### src/rtl/umips_pkg.sv
// Shared definitions for the umips pipeline control blocks: forwarding-select
// encodings, hazard FSM state encoding, the zero register and a register-match
// helper that never matches register 0.
package umips_pkg;

   localparam int unsigned REG_W = 5;
   localparam int unsigned FWD_W = 2;

   localparam logic [FWD_W-1:0] FWD_REGFILE = 2'b00;
   localparam logic [FWD_W-1:0] FWD_WB      = 2'b01;
   localparam logic [FWD_W-1:0] FWD_MEM     = 2'b10;

   localparam logic [REG_W-1:0] REG_ZERO = 5'd0;

   typedef enum logic {
      HZ_RUN      = 1'b0,
      HZ_MEM_WAIT = 1'b1
   } hz_state_e;

   // True when a non-zero destination register equals a source register.
   function automatic logic reg_hit(input logic [REG_W-1:0] dst,
                                    input logic [REG_W-1:0] src);
      return (dst != REG_ZERO) && (dst == src);
   endfunction

endpackage

### src/rtl/umips_fwd_unit.sv
// Combinational operand-forwarding selects for the D and E stages.
// Ports:
//   rs_d_i, rt_d_i, rs_e_i, rt_e_i   source registers in D and E
//   write_reg_m_i, write_reg_w_i     destinations in M and W
//   reg_write_m_i, reg_write_w_i     M/W write the register file
//   mem_to_reg_m_i                   M holds a load (alu_out not the result)
//   fwd_a_d_o, fwd_b_d_o             D compare operand from M alu_out
//   fwd_a_e_o, fwd_b_e_o             E operand select (FWD_* encoding)
module umips_fwd_unit
   import umips_pkg::*;
(
   input  logic [REG_W-1:0] rs_d_i,
   input  logic [REG_W-1:0] rt_d_i,
   input  logic [REG_W-1:0] rs_e_i,
   input  logic [REG_W-1:0] rt_e_i,
   input  logic [REG_W-1:0] write_reg_m_i,
   input  logic [REG_W-1:0] write_reg_w_i,
   input  logic             reg_write_m_i,
   input  logic             reg_write_w_i,
   input  logic             mem_to_reg_m_i,
   output logic             fwd_a_d_o,
   output logic             fwd_b_d_o,
   output logic [FWD_W-1:0] fwd_a_e_o,
   output logic [FWD_W-1:0] fwd_b_e_o
);

   // E-stage select: the younger result in M wins over W.
   function automatic logic [FWD_W-1:0] sel_e(input logic [REG_W-1:0] src);
      if (reg_write_m_i && reg_hit(write_reg_m_i, src)) begin
         return FWD_MEM;
      end else if (reg_write_w_i && reg_hit(write_reg_w_i, src)) begin
         return FWD_WB;
      end
      return FWD_REGFILE;
   endfunction

   always_comb begin
      fwd_a_e_o = sel_e(rs_e_i);
      fwd_b_e_o = sel_e(rt_e_i);
      // A load in M has no value yet; branch stall logic covers that case.
      fwd_a_d_o = reg_write_m_i && !mem_to_reg_m_i && reg_hit(write_reg_m_i, rs_d_i);
      fwd_b_d_o = reg_write_m_i && !mem_to_reg_m_i && reg_hit(write_reg_m_i, rt_d_i);
   end

endmodule

### src/rtl/umips_hazard_ctrl.sv
// Central hazard controller for the 5-stage umips pipeline: stall/flush
// enables, forwarding selects, and a data-memory wait FSM with timeout.
// Ports:
//   clk, rst                          clock, synchronous active-high reset
//   rs_d, rt_d, rs_e, rt_e            source registers in D and E
//   write_reg_e/m/w, reg_write_e/m/w  destination and write enable per stage
//   mem_to_reg_e/m                    stage holds a load
//   branch_d, branch_taken_d          branch needs operands / resolved taken
//   mem_req_m, mem_ready_m            data-memory handshake from M
//   stall_f/d/e/m, flush_d/e/w        pipeline register controls
//   fwd_a_d, fwd_b_d, fwd_a_e, fwd_b_e forwarding selects
//   mem_err                           sticky memory-timeout flag (registered)
// Optional build macro UMIPS_HAZARD_STATS_EN adds stat_stall_cycles,
// stat_flush_count and stat_mem_wait_cycles counters.
module umips_hazard_ctrl
   import umips_pkg::*;
#(
   parameter int unsigned MEM_TIMEOUT = 16,
   parameter int unsigned CNT_W       = 8   // 2**CNT_W must exceed MEM_TIMEOUT
) (
   input  logic             clk,
   input  logic             rst,
   input  logic [REG_W-1:0] rs_d,
   input  logic [REG_W-1:0] rt_d,
   input  logic [REG_W-1:0] rs_e,
   input  logic [REG_W-1:0] rt_e,
   input  logic [REG_W-1:0] write_reg_e,
   input  logic [REG_W-1:0] write_reg_m,
   input  logic [REG_W-1:0] write_reg_w,
   input  logic             reg_write_e,
   input  logic             reg_write_m,
   input  logic             reg_write_w,
   input  logic             mem_to_reg_e,
   input  logic             mem_to_reg_m,
   input  logic             branch_d,
   input  logic             branch_taken_d,
   input  logic             mem_req_m,
   input  logic             mem_ready_m,
   output logic             stall_f,
   output logic             stall_d,
   output logic             stall_e,
   output logic             stall_m,
   output logic             flush_d,
   output logic             flush_e,
   output logic             flush_w,
   output logic             fwd_a_d,
   output logic             fwd_b_d,
   output logic [FWD_W-1:0] fwd_a_e,
   output logic [FWD_W-1:0] fwd_b_e,
   output logic             mem_err
`ifdef UMIPS_HAZARD_STATS_EN
   ,
   output logic [31:0]      stat_stall_cycles,
   output logic [31:0]      stat_flush_count,
   output logic [31:0]      stat_mem_wait_cycles
`endif
);

   localparam logic [CNT_W-1:0] TIMEOUT_CNT = CNT_W'(MEM_TIMEOUT);

   hz_state_e        state_q, state_d;
   logic [CNT_W-1:0] cnt_q, cnt_d;
   logic             mem_err_q, mem_err_d;
   logic             mem_busy, timeout, lw_stall, br_stall;

   umips_fwd_unit u_fwd (
      .rs_d_i        (rs_d),
      .rt_d_i        (rt_d),
      .rs_e_i        (rs_e),
      .rt_e_i        (rt_e),
      .write_reg_m_i (write_reg_m),
      .write_reg_w_i (write_reg_w),
      .reg_write_m_i (reg_write_m),
      .reg_write_w_i (reg_write_w),
      .mem_to_reg_m_i(mem_to_reg_m),
      .fwd_a_d_o     (fwd_a_d),
      .fwd_b_d_o     (fwd_b_d),
      .fwd_a_e_o     (fwd_a_e),
      .fwd_b_e_o     (fwd_b_e)
   );

   // Data hazards that need D held and a bubble injected into E.
   always_comb begin
      lw_stall = mem_to_reg_e &&
                 (reg_hit(write_reg_e, rs_d) || reg_hit(write_reg_e, rt_d));
      br_stall = branch_d &&
                 ((reg_write_e  && (reg_hit(write_reg_e, rs_d) || reg_hit(write_reg_e, rt_d))) ||
                  (mem_to_reg_m && (reg_hit(write_reg_m, rs_d) || reg_hit(write_reg_m, rt_d))));
   end

   // Memory wait FSM next state, counter and busy decode.
   always_comb begin
      state_d   = state_q;
      cnt_d     = cnt_q;
      mem_err_d = mem_err_q;
      mem_busy  = 1'b0;
      timeout   = 1'b0;
      unique case (state_q)
         HZ_RUN: begin
            if (mem_req_m && !mem_ready_m) begin
               state_d  = HZ_MEM_WAIT;
               cnt_d    = CNT_W'(1);
               mem_busy = 1'b1;
            end
         end
         HZ_MEM_WAIT: begin
            // A completion in the final cycle still counts as on time.
            timeout = (cnt_q == TIMEOUT_CNT) && !mem_ready_m;
            if (mem_ready_m || timeout) begin
               state_d = HZ_RUN;
               cnt_d   = '0;
            end else begin
               mem_busy = 1'b1;
               if (cnt_q != TIMEOUT_CNT) begin
                  cnt_d = cnt_q + CNT_W'(1);
               end
            end
            if (timeout) begin
               mem_err_d = 1'b1;
            end
         end
         default: state_d = HZ_RUN;
      endcase
   end

   // Stall/flush priority: memory wait, then data hazards, then taken branch.
   always_comb begin
      stall_f = 1'b0;
      stall_d = 1'b0;
      stall_e = 1'b0;
      stall_m = 1'b0;
      flush_d = 1'b0;
      flush_e = 1'b0;
      flush_w = 1'b0;
      if (rst) begin
         // Pipeline is being reset; release every hold.
      end else if (mem_busy) begin
         stall_f = 1'b1;
         stall_d = 1'b1;
         stall_e = 1'b1;
         stall_m = 1'b1;
         flush_w = 1'b1;
      end else if (lw_stall || br_stall) begin
         stall_f = 1'b1;
         stall_d = 1'b1;
         flush_e = 1'b1;
      end else if (branch_taken_d) begin
         flush_d = 1'b1;
      end
   end

   always_ff @(posedge clk) begin
      if (rst) begin
         state_q   <= HZ_RUN;
         cnt_q     <= '0;
         mem_err_q <= 1'b0;
      end else begin
         state_q   <= state_d;
         cnt_q     <= cnt_d;
         mem_err_q <= mem_err_d;
      end
   end

   assign mem_err = mem_err_q;

`ifdef UMIPS_HAZARD_STATS_EN
   // Free-running event counters, wrapping at 2^32.
   always_ff @(posedge clk) begin
      if (rst) begin
         stat_stall_cycles    <= '0;
         stat_flush_count     <= '0;
         stat_mem_wait_cycles <= '0;
      end else begin
         if (stall_f)                  stat_stall_cycles    <= stat_stall_cycles + 32'd1;
         if (flush_d || flush_e)       stat_flush_count     <= stat_flush_count + 32'd1;
         if (state_q == HZ_MEM_WAIT)   stat_mem_wait_cycles <= stat_mem_wait_cycles + 32'd1;
      end
   end
`endif

endmodule

### config.mk
export PLATFORM = sky130hd
export DESIGN_NAME = umips_hazard_ctrl
export DESIGN_NICKNAME = d
export VERILOG_FILES = /design/src/rtl/umips_pkg.sv /design/src/rtl/umips_fwd_unit.sv /design/src/rtl/umips_hazard_ctrl.sv
export SDC_FILE = /design/constraint.sdc
export NUM_CORES = 1
export LEC_CHECK = 0
export ABC_AREA = 0
export CAP_MARGIN = 10
export CORE_MARGIN = 8
export CORE_UTILIZATION = 27
export DETAILED_ROUTE_END_ITERATION = 12
export GPL_TIMING_DRIVEN = 0
export HOLD_SLACK_MARGIN = 0.03
export MAX_ROUTING_LAYER = met4
export SETUP_SLACK_MARGIN = 0.5
export SLEW_MARGIN = 25
export SYNTH_ARGS = -nofsm -noshare
export SYNTH_HDL_FRONTEND = slang
export SYNTH_SLANG_ARGS = --single-unit
export TNS_END_PERCENT = 50
### constraint.sdc
create_clock -name clk -period 3.2 [get_ports clk]
set_input_delay 0.64 -clock clk [delete_from_list [all_inputs] [get_ports clk]]
set_output_delay 0.64 -clock clk [all_outputs]
set_load 0.05 [all_outputs]
==> impl_metrics.tcl <==
set metrics [dict create \
    outcome "finished clean" \
    root_buffer "clkbuf_8" \
    grt_first_pass_wirelength_um 6560 \
    wirelength_um 3960 \
    place_ws_ns -0.560 \
    cts_tree "done" \
    drc_errors 0 \
    yosys_warnings 0 \
    cp.arrival_ns 2.13 \
    area_growth_pct 73.2 \
    worst_pin_slew_ns 0.544 \
    grt-ovfl-total 0 \
    antenna_found_initial 0 \
    dieArea_um2 6670 \
    syn_inst 145 \
    pwr_density_cell_nw_per_um2 236 \
    drive_gt1_share_pct 31.5 \
    grt_max_degree 11 \
    start_util_pct 27.3 \
    gp_congestion 0.805 \
    total_power_w 0.000475 \
    hpwl_um 3150 \
    ys_ff_latch 10 \
    fin_ws_ns 0.429 \
    antenna_cells 0 \
    numPortBuffers 54 \
    synth-edff-count 0 \
    yosysSeqAreaShare_pct 17.2 \
    grt_setup_unrepaired "true" \
    async_flop_share_pct 0 \
    end_kind "output pin" \
    grt_pass1_vias 1428 \
    max_freq_mhz 361 \
    finClkSkew_ns 0.00190 \
    ant_nets 0 \
    synth_area_um2 1160 \
    fin_hold_ws_ns 0.487 \
    avgSynthCellArea_um2 8.02 \
    fin_nets 263 \
    path_clk_slew_ns 0.05 \
    maxSlewViolCount 0 \
    final_cell_mix "xor2_1 (24), dlygate4sd2_1 (22), buf_4 (18)" \
    hold_buffers 0 \
    synth-main-ff-cell "dfxtp_1" \
    hp-class "flip-flop to flip-flop" \
    cp.required_ns 2.56 \
    max_slew_margin_pct 63.9 \
    fin_crit_sh_pct 86.6 \
    cts_buffer_depth 2 \
    power.leakage_nw 0.798 \
    hold_depth 2 \
    reg2regPathDepth 9 \
    cp-start-kind "primary input" \
    fp.dieH_um 81.7 \
    coreArea_um2 4260 \
    die_w_um 81.7 \
    drt-initial-drc-count 56 \
    setup_tns_ns 0 \
    synth_cell_types 36 \
    fin_crit_ns 2.77 \
    maxCapViolCount 0 \
    clk_latency_ns 0.24 \
    irDropWorstVdd_uv 90.4 \
    vias 1265 \
    critical_path.max_fanout 4 \
    syn-num-nets 193 \
    finalHoldViolCount 0 \
    rows 24 \
    cts-buffers-inserted 3 \
    grt_usage_pct 12.9 \
    drt_first_pass_iters 4 \
    reg2reg_slack_ns 1.26 \
    wl_per_cell_um 14.9 \
    setup_viol 0 \
    via_per_inst 4.77 \
    final_common_cell "xor2_1" \
    n_fill_cell 449 \
    cts.htree.levels 1 \
    clkSinkCount 10 \
    critPathKind "primary input to output pin" \
    io_pins 60 \
]
[registers in the layout (all words and copies together) (netlist names)]
signal / count
cnt_q: 8
mem_err: 1
state_q: 1
[synthesized netlist by cell type, types with 2 or more instances]
cell	number	share of area, %
nand3b_1	4	2.6
a41oi_1	2	1.5
buf_4	3	1.9
a21oi_1	8	3.4
xnor2_1	16	12
clkbuf_1	2	0.65
nor4_2	4	4.3
a311oi_1	2	1.5
dfxtp_1	10	17
and3_1	3	1.6
inv_1	3	0.97
or4_1	3	1.9
xor2_1	24	18
nand3_1	7	3.0
nor3_1	7	3.0
nand2_1	6	1.9
nor2b_1	2	1.1
a211o_1	3	2.3
buf_2	2	0.86
o21ai_0	6	2.6
nor2_1	12	3.9
ha_1	2	2.2
[per-stage QoR]
stage	instance area, µm²	utilization, %	std cells
after detailed placement	1840	43.0	251
after CTS	1890	44.4	255
after floorplan	1230	-	145
after global routing	2020	47.3	265
after global placement	1840	43.0	251
final	2020	47.3	265
[power breakdown]
part           internal (W)  total [W]  switching [W]
clock             0.0000826   0.000134      0.0000514
combinational      0.000106   0.000212       0.000106
sequential         0.000127   0.000129     0.00000218
total              0.000316   0.000475       0.000159
[path summary, 6_finish.rpt]
path / start / endpoint
max: write_reg_m[2] / fwd_b_e[0]
min: cnt_q[2] / cnt_q[2]
max reg2reg: cnt_q[0] / cnt_q[6]
min reg2reg: cnt_q[2] / cnt_q[2]
[routing by layer]
metal  vias to the layer above  GRT usage (%)  wire length (µm)
met4                         0           2.98                19
met3                         2           5.58               328
met5                         -              -                 0
met1                       565           15.3              1820
met2                        52           19.5              1790
li1                        646              -                 -
[worst max-delay path, cell delays in order]
cell	delay, ns
buf_8	0.10
or4_4	0.56
o21ai_4	0.25
nor4_4	0.10
nor4_4	0.29
buf_6	0.19
[cells by family after synthesis]
kind of cell,after synthesis,share of synthesized area [%]
AO/OA/AOI/OAI,26,15.3
flip-flops,10,17.2
adder cells (fa/ha/maj),2,2.15
buffers and inverters,12,5.81
AND/OR/NAND/NOR,55,29.5
XOR/XNOR,40,30.1
[area by class of cell]
type	instances	area [µm²]	area share (%)
clock buffers	3	41.3	2.05
repair buffers	65	584	29.0
well taps	52	65.1	3.23
multi-input cells	123	1000	49.7
inverters	3	11.3	0.559
flip-flops and latches	10	203	10.1
plain buffers	9	109	5.40
[what timing repair did]
action                     in CTS  in global routing
setup endpoints to repair      13                 12
pin swaps                      14                 10
resized for setup             129                 22
buffers inserted                1                 10
Note: power is estimated with default switching activity, not from simulation.
